File: src/rtl/minmax_stream_pkg.sv
// Shared definitions for the min/max frame tracker: FSM encoding and index width helper.
package minmax_stream_pkg;

  // ACC collects a frame, HOLD presents its result until the consumer takes it.
  typedef enum logic {
    StAcc  = 1'b0,
    StHold = 1'b1
  } state_e;

  // Index width for a frame of n samples, never narrower than one bit.
  function automatic int unsigned idx_w(input int unsigned n);
    if ($clog2(n) < 1) begin
      return 1;
    end
    return $clog2(n);
  endfunction

endpackage

File: src/rtl/minmax_cmp.sv
// Magnitude comparator: lt = (a < b), gt = (a > b), signed or unsigned by parameter.
module minmax_cmp #(
  parameter int unsigned BIT_WIDTH = 16,
  parameter int          SIGNED    = 0
) (
  input  logic [BIT_WIDTH-1:0] a,
  input  logic [BIT_WIDTH-1:0] b,
  output logic                 lt,
  output logic                 gt
);

  if (SIGNED != 0) begin : g_signed
    // Two's-complement ordering of the full-width operands.
    always_comb begin
      lt = $signed(a) < $signed(b);
      gt = $signed(a) > $signed(b);
    end
  end else begin : g_unsigned
    // Plain unsigned ordering.
    always_comb begin
      lt = a < b;
      gt = a > b;
    end
  end

endmodule

File: src/rtl/minmax_stream.sv
// Streaming frame min/max finder: collects FRAME_LEN samples, then holds the minimum,
// maximum and their first positions until the consumer accepts them.
module minmax_stream
  import minmax_stream_pkg::*;
#(
  parameter int unsigned  BIT_WIDTH = 16,
  parameter int unsigned  FRAME_LEN = 8,
  parameter int           SIGNED    = 0,
  localparam int unsigned IDX_W     = idx_w(FRAME_LEN)
) (
  input  logic                 clk,
  input  logic                 reset,
  input  logic                 clr,
  input  logic [BIT_WIDTH-1:0] in_data,
  input  logic                 in_valid,
  output logic                 in_ready,
  output logic [BIT_WIDTH-1:0] out_min,
  output logic [BIT_WIDTH-1:0] out_max,
  output logic [IDX_W-1:0]     out_min_idx,
  output logic [IDX_W-1:0]     out_max_idx,
  output logic                 out_valid,
  input  logic                 out_ready
);

  localparam logic [IDX_W-1:0] LastIdx = IDX_W'(FRAME_LEN - 1);

  state_e                 state_q, state_d;
  logic [IDX_W-1:0]       cnt_q, cnt_d;
  logic [BIT_WIDTH-1:0]   min_q, min_d;
  logic [BIT_WIDTH-1:0]   max_q, max_d;
  logic [IDX_W-1:0]       min_idx_q, min_idx_d;
  logic [IDX_W-1:0]       max_idx_q, max_idx_d;

  logic accept;
  logic new_lt_min;
  logic new_gt_max;
  logic unused_min_gt;
  logic unused_max_lt;

  // Only the strict-less result of the min compare and strict-greater of the max compare matter.
  minmax_cmp #(
    .BIT_WIDTH (BIT_WIDTH),
    .SIGNED    (SIGNED)
  ) u_cmp_min (
    .a  (in_data),
    .b  (min_q),
    .lt (new_lt_min),
    .gt (unused_min_gt)
  );

  minmax_cmp #(
    .BIT_WIDTH (BIT_WIDTH),
    .SIGNED    (SIGNED)
  ) u_cmp_max (
    .a  (in_data),
    .b  (max_q),
    .lt (unused_max_lt),
    .gt (new_gt_max)
  );

  // Handshake outputs; results come straight from registers.
  always_comb begin
    in_ready    = (state_q == StAcc) && !reset;
    out_valid   = (state_q == StHold);
    out_min     = min_q;
    out_max     = max_q;
    out_min_idx = min_idx_q;
    out_max_idx = max_idx_q;
    accept      = in_valid && in_ready;
  end

  // Next-state: clr aborts everything; otherwise accumulate in ACC, wait for out_ready in HOLD.
  always_comb begin
    state_d   = state_q;
    cnt_d     = cnt_q;
    min_d     = min_q;
    max_d     = max_q;
    min_idx_d = min_idx_q;
    max_idx_d = max_idx_q;

    if (clr) begin
      state_d = StAcc;
      cnt_d   = '0;
    end else begin
      unique case (state_q)
        StAcc: begin
          if (accept) begin
            if (cnt_q == '0) begin
              min_d     = in_data;
              max_d     = in_data;
              min_idx_d = '0;
              max_idx_d = '0;
            end else begin
              // Strict compares keep the earliest index on ties.
              if (new_lt_min) begin
                min_d     = in_data;
                min_idx_d = cnt_q;
              end
              if (new_gt_max) begin
                max_d     = in_data;
                max_idx_d = cnt_q;
              end
            end
            if (cnt_q == LastIdx) begin
              state_d = StHold;
              cnt_d   = '0;
            end else begin
              cnt_d = cnt_q + 1'b1;
            end
          end
        end
        StHold: begin
          if (out_ready) begin
            state_d = StAcc;
            cnt_d   = '0;
          end
        end
        default: begin
          state_d = StAcc;
          cnt_d   = '0;
        end
      endcase
    end
  end

  // State and result registers with synchronous reset.
  always_ff @(posedge clk) begin
    if (reset) begin
      state_q   <= StAcc;
      cnt_q     <= '0;
      min_q     <= '0;
      max_q     <= '0;
      min_idx_q <= '0;
      max_idx_q <= '0;
    end else begin
      state_q   <= state_d;
      cnt_q     <= cnt_d;
      min_q     <= min_d;
      max_q     <= max_d;
      min_idx_q <= min_idx_d;
      max_idx_q <= max_idx_d;
    end
  end

endmodule

File: config.mk
export PLATFORM = sky130hd
export DESIGN_NAME = minmax_stream
export DESIGN_NICKNAME = d
export VERILOG_FILES = /design/src/rtl/minmax_stream_pkg.sv /design/src/rtl/minmax_cmp.sv /design/src/rtl/minmax_stream.sv
export SDC_FILE = /design/constraint.sdc
export NUM_CORES = 1
export LEC_CHECK = 0
export CELL_PAD_IN_SITES_DETAIL_PLACEMENT = 0
export CELL_PAD_IN_SITES_GLOBAL_PLACEMENT = 1
export CORE_MARGIN = 2
export CORE_UTILIZATION = 33
export CTS_CLUSTER_SIZE = 16
export DETAILED_ROUTE_END_ITERATION = 6
export HOLD_SLACK_MARGIN = 0.05
export PLACE_DENSITY_LB_ADDON = 0.1
export SLEW_MARGIN = 20
export SYNTH_ARGS = -nofsm -noshare
export SYNTH_HDL_FRONTEND = slang
export SYNTH_SLANG_ARGS = --single-unit
File: constraint.sdc
create_clock -name clk -period 2.25 [get_ports clk]
set_input_delay 0.225 -clock clk [delete_from_list [all_inputs] [get_ports clk]]
set_output_delay 0.225 -clock clk [all_outputs]
set_load 0.02 [all_outputs]
; ---- Word level (Yosys, flattened, before mapping)
; Cells that the tools add are included.
[op_classes]
addsub = 1
order_cmp = 2
eq_ne = 3
n_mux = 16
n_bitwise = 2
n_reduce_logical = 10
[op_table]
columns = cell, count
row1 = $mux 16, 4
row2 = $mux 3, 7
row3 = $gt 16x16->1, 1
row4 = $lt 16x16->1, 1
row5 = $reduce_and 4->1, 2
row6 = $pmux 3 s2, 1
row7 = $ne 2x2->1 const B, 2
row8 = $reduce_bool 2->1, 2
row9 = $add 3x1->3 const B, 1
row10 = $eq 3x3->1 const B, 1
row11 = $logic_not 3->1, 1
row12 = $mux 1, 3
row13 = $logic_and 1x1->1, 2
row14 = $not 1->1, 2
row15 = $pmux 1 s2, 1
row16 = $reduce_and 2->1, 1
row17 = $reduce_or 2->1, 1
row18 = $logic_not 1->1, 1
[word_totals]
register_bits = 42
in_bits = 21
out_inout_bits = 40
elab_cells = 40

; ---- Logic depth before layout (Yosys ltp)
[depth]
depth_word = 5
ltp_mapped = 10

; ---- Cells and area by module
; Synthesis repeated with hierarchy kept, for this count alone.
[unflattened]
hier_cells = 293
hier_area_um2 = 2617.5
[modules_own_cells]
columns = mod, instances, cells_per_inst, area_per_inst_um2, seq_area_each_um2
row1 = minmax_stream, 1, 175, 1767.9, 840.8
row2 = minmax_cmp at u_cmp_min, 1, 60, 430.4, 0.0
row3 = minmax_cmp at u_cmp_max, 1, 58, 419.2, 0.0

; ---- Worst setup path after synthesis
; No wires, ideal clock.
[synth_path]
path_type = flip-flop to flip-flop
from = register max_q[14] (netlist: out_max[14])
to = register max_q[0] (netlist: out_max[0])
arrival_ns = 2.149
t_required_ns = 2.118
path_slack_ns = -0.031
path_stages_with_launch = 10
path_buffers = 1
period_less_slack_ns = 2.281
path_cell_list = dfxtp_1 inv_1 ha_1 nand4_4 or4_4 a21oi_4 nor4_4 clkbuf_1 o21ai_0 a21oi_1
[synth_via]
elab_chain_cells = 3
[synth_rtl]
columns = element, line
row1 = start: declaration, minmax_stream.sv:30  ; logic [BIT_WIDTH-1:0] max_q, max_d;
row2 = start signal: assignment, minmax_stream.sv:139  ; max_q <= max_d;
row3 = $gt 16x16->1, minmax_cmp.sv:22  ; gt = a > b;
row4 = $reduce_bool 2->1 (no source line), n/a
row5 = $reduce_and 4->1 (no source line), n/a
; No other way between the ends.
; A chain may end at the register's enable or synchronous reset.

; ---- Worst setup path after layout
[layout_path]
from = input port in_data[5]
to = register max_q[15] (netlist: out_max[15])
[layout_via]
elab_chain_cells = 3
[layout_rtl]
columns = element, line
row1 = start: declaration, minmax_stream.sv:14  ; input logic [BIT_WIDTH-1:0] in_data,
row2 = $gt 16x16->1, minmax_cmp.sv:22
row3 = $reduce_bool 2->1 (no source line), n/a
row4 = $reduce_and 4->1 (no source line), n/a
; No other way between the ends.

==> impl_metrics.json <==
{
  "area_delta_synth_final_pct": 55.79,
  "wl_met1_um": 3508,
  "routedWlPerCell_um": 14.24,
  "grt_pass1_wl_um": 11280,
  "criticalPathCategory": "input port to flop",
  "start_util_pct": 34.51,
  "grt_max_degree": 44,
  "finalSetupViolCount": 0,
  "cts_root_buf": "clkbuf_8",
  "finalWirelength_um": 7179,
  "ant_nets": 0,
  "fillers": 710,
  "final_net_count": 459,
  "syn_nets": 346,
  "min_path_type": "input port to flop",
  "maxCapViolations": 0,
  "final_common_cell": "buf_4",
  "r2r_cells": 9,
  "critPathMaxFanout": 7,
  "status": "finished, final reports clean",
  "leakagePower_uw": 0.001614,
  "die-area_um2": 8383,
  "switching_power_uw": 527.8,
  "yosysSeqAreaShare_pct": 33.23,
  "cts_tree": "built",
  "start_kind": "input port",
  "cts.clk_slew.worst_paths_ns": 0.09,
  "final_cell_mix": "50 x buf_4, 49 x clkdlybuf4s50_1, 34 x inv_1, 29 x ha_1",
  "die_y_um": 91.56,
  "drc": 0,
  "p_sw_share_pct": 29.76,
  "synth_area_um2": 2530,
  "cts.sinks": 42,
  "grt_use_total_pct": 16.90,
  "placedCellCount": 475,
  "die-width_um": 91.56,
  "finalWorstSetupSlack_ns": 0.06315,
  "port_buffers": 60,
  "synth_area_per_cell_um2": 8.694,
  "vdd_drop_max_mv": 0.1990,
  "holdPathStages": 3,
  "place_congestion": 0.7473,
  "antenna_found_initial": 0,
  "p_int_uw": 1246,
  "grt_overflow": 0,
  "worst_ep_arrival_time_ns": 2.42,
  "slew_violations": 0,
  "worstPathRequired_ns": 2.48,
  "rsz0062_at_grt": "yes",
  "fin_util_pct": 53.76,
  "num_vias": 2433,
  "slew_headroom_pct": 66.58,
  "seqPwrFrac_pct": 44.3,
  "layout-drive-gt1-share_pct": 27.16,
  "layout_min_cycle_time_ns": 2.187,
  "highest-signal-layer": "met4",
  "fp-row-count": 31,
  "ys_ff_latch": 42,
  "htree_num_levels": 2,
  "grt_pass1_vias": 2346,
  "diodes": 0,
  "cts_inserted_buffers": 5,
  "min_from": "in_data[12]",
  "fin_skew_ns": 0.008984,
  "power.total_uw": 1773,
  "regToRegEndpoint": "out_max[15]$_SDFFE_PP0P_",
  "comb_power_share_pct": 25.4,
  "min_to": "out_max[12]$_SDFFE_PP0P_",
  "io_pins": 61,
  "wl_met3_um": 273,
  "vias_per_cell": 4.827,
  "clock_path_buffers": 2,
  "fin_cells": 504,
  "wl_met2_um": 3318,
  "ff2ff_setup_slack_ns": 0.08,
  "power_frac_clock_pct": 30.3,
  "rr_startpoint": "out_max[6]$_SDFFE_PP0P_",
  "power.density_nw_per_um2": 449.9,
  "placeableCoreArea_um2": 7331,
  "end_kind": "flop",
  "tightest_slew_ns": 0.5012,
  "drt_iter0_drc": 88,
  "synthCells": 291,
  "yosysWarnings": 0,
  "hold_viol": 0,
  "dp_hpwl_um": 4830,
  "finalSetupTns_ns": 0,
  "clk_latency_ns": 0.30,
  "multiInputGateArea_um2": 1605,
  "period_share_pct": 97.19,
  "dp_slack_ns": -0.5188,
  "fmax_ghz": 0.4573,
  "first_pass_iters": 4,
  "synthDistinctLibCells": 39,
  "seq_area_um2": 859.6
}
[power by group through the flow]
stage	logic, uW	registers, uW	clock network, uW
after global placement	394	802	0
final	451	786	537
after detailed placement	396	802	0
after global routing	497	790	585
after CTS	425	785	548
after floorplan	178	830	0
[Yosys cell counts, drive strengths merged]
library cell,number,area share (%)
nor4,2,1.1
nor3,4,0.79
a21oi,30,6.4
nand2,10,1.5
and2,2,0.49
clkbuf,7,1.0
nand4,5,1.8
o21a,1,0.30
or4,2,0.89
dfxtp,42,33
nor4b,1,0.59
a211oi,3,0.89
nand3,25,5.7
nand3b,1,0.30
nand2b,1,0.25
a2111o,1,0.45
a31oi,3,0.74
nor2,23,3.4
a22oi,1,0.30
nor3b,1,0.30
buf,6,2.4
a2111oi,1,1.1
nor2b,4,0.99
and4,1,0.35
ha,34,17
mux2i,17,6.7
inv,34,5.0
o21ai,25,4.9
o211ai,2,0.59
a21o,2,0.59
[area by class of cell]
cell class	instances	share of cell area, %
multi-input cells	202	40.73
repair buffers	119	28.67
flip-flops and latches	42	21.81
inverters	34	3.238
well taps	99	3.143
clock buffers	6	2.095
clock inverters	2	0.3175
[worst max-delay path by stage]
| stage | from | endpoint | slack [ns] | depth (start not counted) |
|---|---|---|---|---|
| after floorplan | out_max[12]$_SDFFE_PP0P_ | out_max[0]$_SDFFE_PP0P_ | 0.004 | 9 |
| after global placement | in_data[1] | out_max_idx[1]$_SDFFE_PP0P_ | -0.49 | 8 |
| after detailed placement | in_data[1] | out_max[10]$_SDFFE_PP0P_ | -0.52 | 8 |
| after CTS | in_data[13] | out_min[0]$_SDFFE_PP0P_ | -0.008 | 12 |
| after global routing | out_max[6]$_SDFFE_PP0P_ | out_max[15]$_SDFFE_PP0P_ | -0.03 | 9 |
| final | in_data[5] | out_max[15]$_SDFFE_PP0P_ | 0.06 | 9 |
[metal layers]
metal  global-route usage, %  up-vias
met5                       0        -
met4                   4.545        0
met3                   2.905        7
met2                   28.68       49
met1                   22.01     1128
li1                        -     1249
[critical path, stage by stage]
cell and delay [ns]:
clkdlybuf4s50_1 0.45, ha_1 0.31, nand4_1 0.12, or4_4 0.57
a21oi_4 0.17, or4_4 0.20, buf_12 0.13, nand3_1 0.09
a21oi_2 0.16
[flip-flops by register name (all words and copies together) (netlist names)]
| register | cells |
|---|---|
| out_max | 16 |
| out_min | 16 |
| cnt_q | 3 |
| out_max_idx | 3 |
| out_min_idx | 3 |
| out_valid | 1 |
[logic make-up after synthesis]
| family | Yosys count | synth area share, % |
|---|---|---|
| flops | 42 | 33.23 |
| buf+inv | 47 | 8.457 |
| compound gates | 69 | 16.27 |
| fa+ha+maj | 34 | 16.82 |
| simple gates | 82 | 18.50 |
| mux | 17 | 6.726 |
[per-stage QoR]
step	cell area (um^2)	hold WS, ns
floorplan	2534	0.2978
global placement	3487	0.4466
detailed placement	3487	0.4519
CTS	3755	0.3885
global route	3941	0.3071
finish	3941	0.2839
[repair_timing]
item	4_1_cts	5_1_grt
gates cloned	1	0
pin swaps	8	13
hold buffers	0	0
resized for setup	17	42
endpoints found under the setup margin	36	38
buffers inserted	11	9
Power figures use the tool's default switching activity.
